**config.mk**
```make
export PLATFORM = sky130hd
export DESIGN_NAME = sabana_vec_scalar_op
export DESIGN_NICKNAME = d
export VERILOG_FILES = /design/src/rtl/sabana_vec_pkg.sv /design/src/rtl/sabana_vec_alu.sv /design/src/rtl/sabana_vec_scalar_op.sv
export SDC_FILE = /design/constraint.sdc
export NUM_CORES = 2
export LEC_CHECK = 0
export BUFFER_PORTS_ARGS = -buffer_cell sky130_fd_sc_hd__buf_2
export CAP_MARGIN = 0
export CORE_MARGIN = 1.5
export CORE_UTILIZATION = 60
export DETAILED_ROUTE_END_ITERATION = 10
export GPL_TIMING_DRIVEN = 0
export PLACE_DENSITY = 0.79
export SYNTH_ARGS = -nofsm -noshare
export SYNTH_HDL_FRONTEND = slang
export SYNTH_SLANG_ARGS = --single-unit
```
**constraint.sdc**
```tcl
create_clock -name clock -period 14.47 [get_ports clock]
set_clock_uncertainty 0.15 [all_clocks]
set_input_delay 2.894 -clock clock [delete_from_list [all_inputs] [get_ports clock]]
set_output_delay 2.894 -clock clock [all_outputs]
set_load 0.005 [all_outputs]
```
**src/rtl/sabana_vec_pkg.sv**
```systemverilog
// Shared types for the vector-scalar engine: operation codes and FSM states.
// Latency: n/a (types only).
// Backpressure: n/a.
package sabana_vec_pkg;

  typedef enum logic [1:0] {
    OP_ADD = 2'd0,
    OP_SUB = 2'd1,
    OP_MUL = 2'd2,
    OP_MAX = 2'd3
  } op_t;

  typedef enum logic [1:0] {
    ST_IDLE  = 2'd0,
    ST_READ  = 2'd1,
    ST_WRITE = 2'd2,
    ST_DONE  = 2'd3
  } state_t;

endpackage

```
**src/rtl/sabana_vec_alu.sv**
```systemverilog
// Element-wise combine of b with scalar a: wrapping add/sub, low-half multiply, signed max.
// Latency: purely combinational.
// Backpressure: none; the result follows the inputs.
module sabana_vec_alu
  import sabana_vec_pkg::*;
#(
  parameter int DW = 32
) (
  input  op_t           op,
  input  logic [DW-1:0] b,
  input  logic [DW-1:0] a,
  output logic [DW-1:0] y
);

  // A DW-wide product keeps only the low DW bits, which is the required result.
  logic [DW-1:0] mul_dat;
  assign mul_dat = b * a;

  // Select the operation result; signed comparison for MAX.
  always_comb begin
    y = '0;
    unique case (op)
      OP_ADD: y = b + a;
      OP_SUB: y = b - a;
      OP_MUL: y = mul_dat;
      OP_MAX: y = ($signed(b) > $signed(a)) ? b : a;
      default: y = '0;
    endcase
  end

endmodule

```
**src/rtl/sabana_vec_scalar_op.sv**
```systemverilog
// Reads len elements of b, combines each with latched scalar a, writes the results to y.
// Latency: one element every RD_LAT+1 cycles; finish rises the cycle after the last write.
// Backpressure: none; start is a level, sampled only in IDLE, and finish holds until start drops.
module sabana_vec_scalar_op
  import sabana_vec_pkg::*;
#(
  parameter int DW     = 32,
  parameter int AW     = 6,
  parameter int RD_LAT = 1
) (
  input  logic          clock,
  input  logic          reset,
  input  logic          start,
  output logic          finish,
  input  logic [1:0]    op,
  input  logic [AW:0]   len,
  input  logic [AW-1:0] b_base,
  input  logic [AW-1:0] y_base,
  input  logic [DW-1:0] a_in,
  input  logic [DW-1:0] b_in,
  output logic [AW-1:0] b_addr,
  output logic [DW-1:0] y_out,
  output logic [AW-1:0] y_addr,
  output logic          y_we
);

  localparam int           DEPTH   = 2 ** AW;
  localparam int           LW      = (RD_LAT > 1) ? $clog2(RD_LAT) : 1;
  localparam logic [AW:0]  DEPTH_L = (AW + 1)'(DEPTH);
  localparam logic [AW:0]  ONE_L   = (AW + 1)'(1);
  localparam logic [LW-1:0] LAT_LAST = LW'(RD_LAT - 1);

  state_t        state_q, state_d;
  logic [AW-1:0] idx_q, idx_d;
  logic [LW-1:0] lat_q, lat_d;
  op_t           op_q, op_d;
  logic [AW:0]   len_q, len_d;
  logic [AW-1:0] b_base_q, b_base_d;
  logic [AW-1:0] y_base_q, y_base_d;
  logic [DW-1:0] a_q, a_d;

  logic [AW:0]   len_clamped;
  logic          last_elem;
  logic [DW-1:0] alu_y;

  // Oversized lengths saturate at one full pass over the RAM.
  assign len_clamped = (len > DEPTH_L) ? DEPTH_L : len;
  assign last_elem   = ({1'b0, idx_q} == (len_q - ONE_L));

  sabana_vec_alu #(
    .DW(DW)
  ) u_alu (
    .op(op_q),
    .b (b_in),
    .a (a_q),
    .y (alu_y)
  );

  // State register plus the operands captured when a run is accepted.
  always_ff @(posedge clock) begin
    if (reset) begin
      state_q  <= ST_IDLE;
      idx_q    <= '0;
      lat_q    <= '0;
      op_q     <= OP_ADD;
      len_q    <= '0;
      b_base_q <= '0;
      y_base_q <= '0;
      a_q      <= '0;
    end else begin
      state_q  <= state_d;
      idx_q    <= idx_d;
      lat_q    <= lat_d;
      op_q     <= op_d;
      len_q    <= len_d;
      b_base_q <= b_base_d;
      y_base_q <= y_base_d;
      a_q      <= a_d;
    end
  end

  // Next-state, counters and outputs; addresses hold through READ and WRITE of one element.
  always_comb begin
    state_d  = state_q;
    idx_d    = idx_q;
    lat_d    = lat_q;
    op_d     = op_q;
    len_d    = len_q;
    b_base_d = b_base_q;
    y_base_d = y_base_q;
    a_d      = a_q;
    finish   = 1'b0;
    y_we     = 1'b0;
    b_addr   = '0;
    y_addr   = '0;
    y_out    = '0;

    unique case (state_q)
      ST_IDLE: begin
        if (start) begin
          op_d     = op_t'(op);
          len_d    = len_clamped;
          b_base_d = b_base;
          y_base_d = y_base;
          a_d      = a_in;
          idx_d    = '0;
          lat_d    = '0;
          state_d  = (len_clamped == '0) ? ST_DONE : ST_READ;
        end
      end
      ST_READ: begin
        b_addr = b_base_q + idx_q;
        y_addr = y_base_q + idx_q;
        if (lat_q == LAT_LAST) begin
          lat_d   = '0;
          state_d = ST_WRITE;
        end else begin
          lat_d = lat_q + LW'(1);
        end
      end
      ST_WRITE: begin
        b_addr = b_base_q + idx_q;
        y_addr = y_base_q + idx_q;
        y_we   = 1'b1;
        y_out  = alu_y;
        if (last_elem) begin
          state_d = ST_DONE;
        end else begin
          idx_d   = idx_q + AW'(1);
          state_d = ST_READ;
        end
      end
      ST_DONE: begin
        finish = 1'b1;
        if (!start) begin
          state_d = ST_IDLE;
        end
      end
      default: state_d = ST_IDLE;
    endcase
  end

endmodule
```
; Word level (Yosys, flattened, before mapping)
; Cells that the tools add are included.
[op_classes]
n_addsub = 7
mul = 1
div = 0
n_lt_le_gt_ge = 2
eq_ne = 11
n_shift = 0
muxes = 20
bitwise = 0
reduce_logical = 10
[op_table]
columns = cell, n
row1 = $pmux W32 S4, 1
row2 = $mux W32, 2
row3 = $add A32 B32 Y32, 1
row4 = $gt A32 B32 Y1, 1
row5 = $mul A32 B32 Y32, 1
row6 = $sub A32 B32 Y32, 1
row7 = $mux W6, 4
row8 = $add A6 B6 Y6, 2
row9 = $pmux W6 S2, 1
row10 = $mux W2, 5
row11 = $eq A2 B2 Y1 const B, 4
row12 = $ne A2 B2 Y1 const B, 4
row13 = $pmux W2 S4, 1
row14 = $eq A6 B7 Y1, 1
row15 = $gt A7 B7 Y1 const B, 1
row16 = $logic_not A7 Y1, 1
row17 = $mux W7, 1
row18 = $sub A7 B1 Y7 const B, 1
row19 = $add A6 B1 Y6 const B, 1
row20 = $reduce_and A3 Y1, 2
row21 = $eq A2 B1 Y1 const B, 2
row22 = $logic_not A2 Y1, 2
row23 = $mux W1, 4
row24 = $reduce_and A2 Y1, 2
row25 = other kinds (4), 5
[totals]
regBits = 62
latchBits = 0
mem_bits_rw = 0
romBits = 0
input_bits = 88
output_inout_bits = 46
elab_cells = 59
n_memories = 0

; Logic depth before layout (Yosys ltp)
[logic_depth]
depth_word = 6
mapped_depth = 29
ltp_nobuf = 26

; Hierarchy
; A second synthesis with hierarchy kept.
[hier_totals]
hier_cells = 2777
area_unflattened_um2 = 23238.5
[modules_own_cells]
columns = mod, n_inst, cells_each, area_per_inst_um2, seq_area_each_um2
row1 = sabana_vec_alu, 1, 2353, 19917.9, 0.0
row2 = sabana_vec_scalar_op, 1, 424, 3320.7, 1221.2

; Least setup slack after synthesis
; Ideal clock, no wire load.
[synth_timing]
path_kind = input to output
start = in b_in[13]
end = out y_out[31]
arrival_ps = 9378
required_ps = 11426
setup_slack_ps = 2048
stages = 26
n_path_buf = 2
path_cell_list = clkbuf_1 and2_1 fa_1 fa_1 fa_1 inv_1 fa_1 inv_1 fa_1 inv_1 fa_1 inv_1 fa_1 fa_1 ha_1 clkbuf_1 nand2_1 o21ai_0 a21oi_1 o21ai_0 o21ai_1 o311a_1 o21ai_0 xnor2_1 o21ai_1 a221oi_2
[synth_between]
elab_chain_cells = 4
elab_cells_between_ends = 7
classes_between = 2 x add/sub / 1 x mul / 1 x order compare / 3 x mux
[synth_lines]
columns = element, line
row1 = from (decl), sabana_vec_scalar_op.sv:20  ; input logic [DW-1:0] b_in,
row2 = branches (longest 2 deep; another with $mul A32 B32 Y32), --
row3 = $pmux W32 S4 (*), sabana_vec_alu.sv:22  ; unique case (op)
row4 = $mux W32 (*), sabana_vec_scalar_op.sv:98  ; unique case (state_q)
row5 = to (decl), sabana_vec_scalar_op.sv:22  ; output logic [DW-1:0] y_out,
; Every way passes the cells marked *.

; Final worst setup path
; Ends and elaborated chain as after synthesis.

==> impl_results.md <==
- CP arrival: about 11000 ps
- Worst Hold Path Cells: 2
- Post-synthesis simple-gate area fraction: between 10% and 20%
- Clock Power Share: around 3.4%
- Synth Area in Adders: between 40% and 50%
- Max-cap viol count: 0
- Final setup viols: 0
- Critical Path Fanout Max: 10
- Final Slew Violations: 0
- RSZ-0062 raised after global routing: no
- Max clock buf depth: 2
- Post-synth ARST share: 0%
- VDD IR-drop max: about 400 uV
- Iter 0 DRT Violations: approximately 1.9k
- Largest family of logic cells by synthesized area: adder cells
- Cell taking the most area after synthesis: fa_1
- Critical setup path kind: in2out
- Critical Path End Type: output port
- Internal power: around 2.4 mW
- Number of CTS-inserted buffers: 9
- CTS root buf: clkbuf_16
- Rows: slightly above 70
- WP data required: about 11000 ps
- Initial antenna violation count: 3
- Reg2reg setup slack: between 10000 and 15000 ps
- Global route total overflow: 0
- Worst slack at placement: around 210 ps
- Compound-Gate Fraction of Synth Area: between 10% and 20%
- Fmax: 69.8 MHz
- Detailed-route DRC error count: 0
- Status: completed
- DRT antenna net count: 0
- Worst r2r src: state_q[0]
- Comb power frac: roughly 92%
- Min Hold Slack: between 300 and 400 ps
- Share of cells above drive strength 1: 7.32%
- TritonCTS clock tree: built
- Worst setup SP type: primary input
- FF-to-FF End: idx_q[2]
- CTS clk-pin slew, worst paths: around 50 ps
- Antenna diodes: 0
- Worst rel slew slack: between 10% and 20%
- Post-layout util: between 60% and 70%
- Initial Utilization: between 60 and 70%
- Number of H-tree levels: 3
- Setup_tns: 0 ps
- Via count: approximately 21k
- Main synth FF type: dfxtp_1
- Mapped Cells: approximately 2.8k
- Sw Ratio: 58.3%
- Syn avg cell area: 8.31 sq um
- Post-DP HPWL: between 70000 and 80000 um
- FF-to-FF path depth: 9
- Cell Pwr Density: approximately 230 nW/um^2
- Vias in the first global route: 21.6k
- Hold endpoint: y_base_q[2]
- Most frequent cell after synthesis: inv_1
- Area grow syn2layout: 6.65%
- Core Region: ~38000 sq um
- GP Congestion: approximately 1.0
- Final worst path period need: 14320 ps
- Post-Syn Area: about 23000 sq um
- Yosys top cell area share: a little over a third
- Die Width: ~200 um
- Final Cycle Share: a little over nine tenths
- HP Class: reg2reg
- Area contributors post-synth: fa_1, ha_1, and2_1, inv_1, nand2_1
- Mapped Nets: 3497
- Avg WL per Cell: approximately 25 um
- First-pass GRT wire length: approximately 130000 um
- EDFF count, synth: 0
- Hold_sp: y_base_q[2]
- I/O Pins: ~130
- Slew @ Worst Pin: 1330 ps
- First drt pass iteration count: 9
- Post-Synth XOR/XNOR Area: under 10%
- Mux cell area share after synthesis: 2.57%
- Clock Sinks: 61
- Full die area: around 40000 sq um
- PortBufs: between 100 and 150
- Routed WL: about 87000 um
- Die extent in y: 200 um
- Flop pwr share: between 4 and 5%
- Unique masters post-synth: 79
- Final worst setup slack: roughly 150 ps
- Total leakage power: 11.8 nW
- Synth top cells by count: inv_1, fa_1, nand2_1
- Syn. warnings: 0
- Gr usage total: between 40% and 50%
- Sequential area share after synthesis: around 5.3%
- Largest net degree at the start of global routing: 12
- Drt via density: roughly 6
- NetSw: between 3 and 4 mW
- Clock Latency Late Sink: approximately 330 ps
- Final Hold Vio Count: 0
- # nets final: 3635
- Cts hold-fix bufs: 0
- FF+latch count, synth: 61
[layout by cell type, fill, tap and decap left out, types with 4 or more instances in the layout]
cell / n
inv_1: 461
fa_1: 412
nand2_1: 382
and2_1: 292
ha_1: 203
a21oi_1: 155
buf_2: 149
nor2_1: 132
clkbuf_1: 125
xnor2_1: 111
dfxtp_1: 61
o21ai_0: 59
xor2_1: 39
a21o_1: 27
mux2i_1: 21
nor3_1: 20
nand3_1: 18
a211oi_1: 17
o21bai_1: 16
mux4_2: 14
nand2b_1: 13
nor2b_1: 12
a31oi_1: 12
o211ai_1: 11
or3_1: 10
nand3b_1: 10
nand4_1: 9
clkbuf_16: 9
nor4_1: 8
o21a_1: 7
and3_1: 7
nor3b_1: 7
o21ai_1: 6
o22ai_1: 6
o31ai_1: 6
buf_4: 5
a221o_1: 4
o31a_1: 4
clkinv_2: 4
[cell families after synthesis]
group                    Yosys count
AO/OA/AOI/OAI                    377
XOR/XNOR                         150
adder cells (fa/ha/maj)          615
buffers and inverters            621
flip-flops                        61
multiplexers                      41
AND/OR/NAND/NOR                  929
[state kept, by name (all words and copies together), names as in the netlist]
signal / cells
idx_q: 6
b_base_q: 6
len_q: 7
op_q: 2
state_q: 2
y_base_q: 6
a_q: 32
[how the worst max path moves through the flow]
stage | start | end | slack [ps] | cells past startpoint
final | b_in[13] | y_out[31] | 150 | 24
after global routing | b_in[5] | y_out[31] | 0.7 | 30
after CTS | b_in[4] | y_out[31] | 160 | 31
after detailed placement | b_in[4] | y_out[31] | 210 | 31
after global placement | b_in[4] | y_out[31] | 380 | 31
after floorplan | b_in[13] | y_out[31] | 2050 | 26
[metrics by stage]
| stage | total power, mW | cell area, sq um | std cells |
|---|---|---|---|
| floorplan | 3.85 | 23200 | 2794 |
| global placement | 5.24 | 24500 | 3437 |
| detailed placement | 5.38 | 24500 | 3437 |
| CTS | 5.62 | 24800 | 3453 |
| global route | 6.16 | 24800 | 3448 |
| finish | 5.74 | 24800 | 3448 |
[routing by layer]
layer / GRT usage [%] / wire length (um)
met1: 57.6 / 32600
met2: 67.3 / 36900
met5: 1.73 / 114
met3: 13.1 / 10200
met4: 29.7 / 7120
[layout make-up]
type | count | area (sq um)
plain buffers | 151 | 618
clock buffers | 11 | 233
clock inverters | 5 | 27.5
fillers | 3256 | 13100
inverters | 465 | 1750
multi-input cells | 2112 | 19600
flip-flops and latches | 61 | 1220
well taps | 511 | 639
repair buffers | 132 | 661
[critical path, cell delays in order]
cell and delay (ps):
buf_2 150, clkbuf_1 790, clkbuf_1 610, and2_1 240, fa_1 440, fa_1 500
fa_1 520, inv_1 50, fa_1 470, inv_1 60, fa_1 490, fa_1 580
fa_1 430, fa_1 480, ha_1 400, a21oi_1 370, o211ai_1 150, o21ai_1 330
o311a_1 330, o21ai_0 150, xnor2_1 280, o21ai_1 120, a221oi_2 260, buf_2 170
[repair_timing]
item / CTS / global route
setup endpoints to repair: 0 / 4
hold endpoints to repair: 0 / 0
setup buffers: 0 / 0
gates resized for setup: 0 / 8
[power groups by stage]
stage	registers, mW	logic (mW)	clock network [mW]
floorplan	0.220	3.63	0
global placement	0.251	4.99	0
detailed placement	0.253	5.13	0
CTS	0.249	5.17	0.194
global route	0.254	5.70	0.200
finish	0.256	5.29	0.194
(Power assumes the default switching activity.)
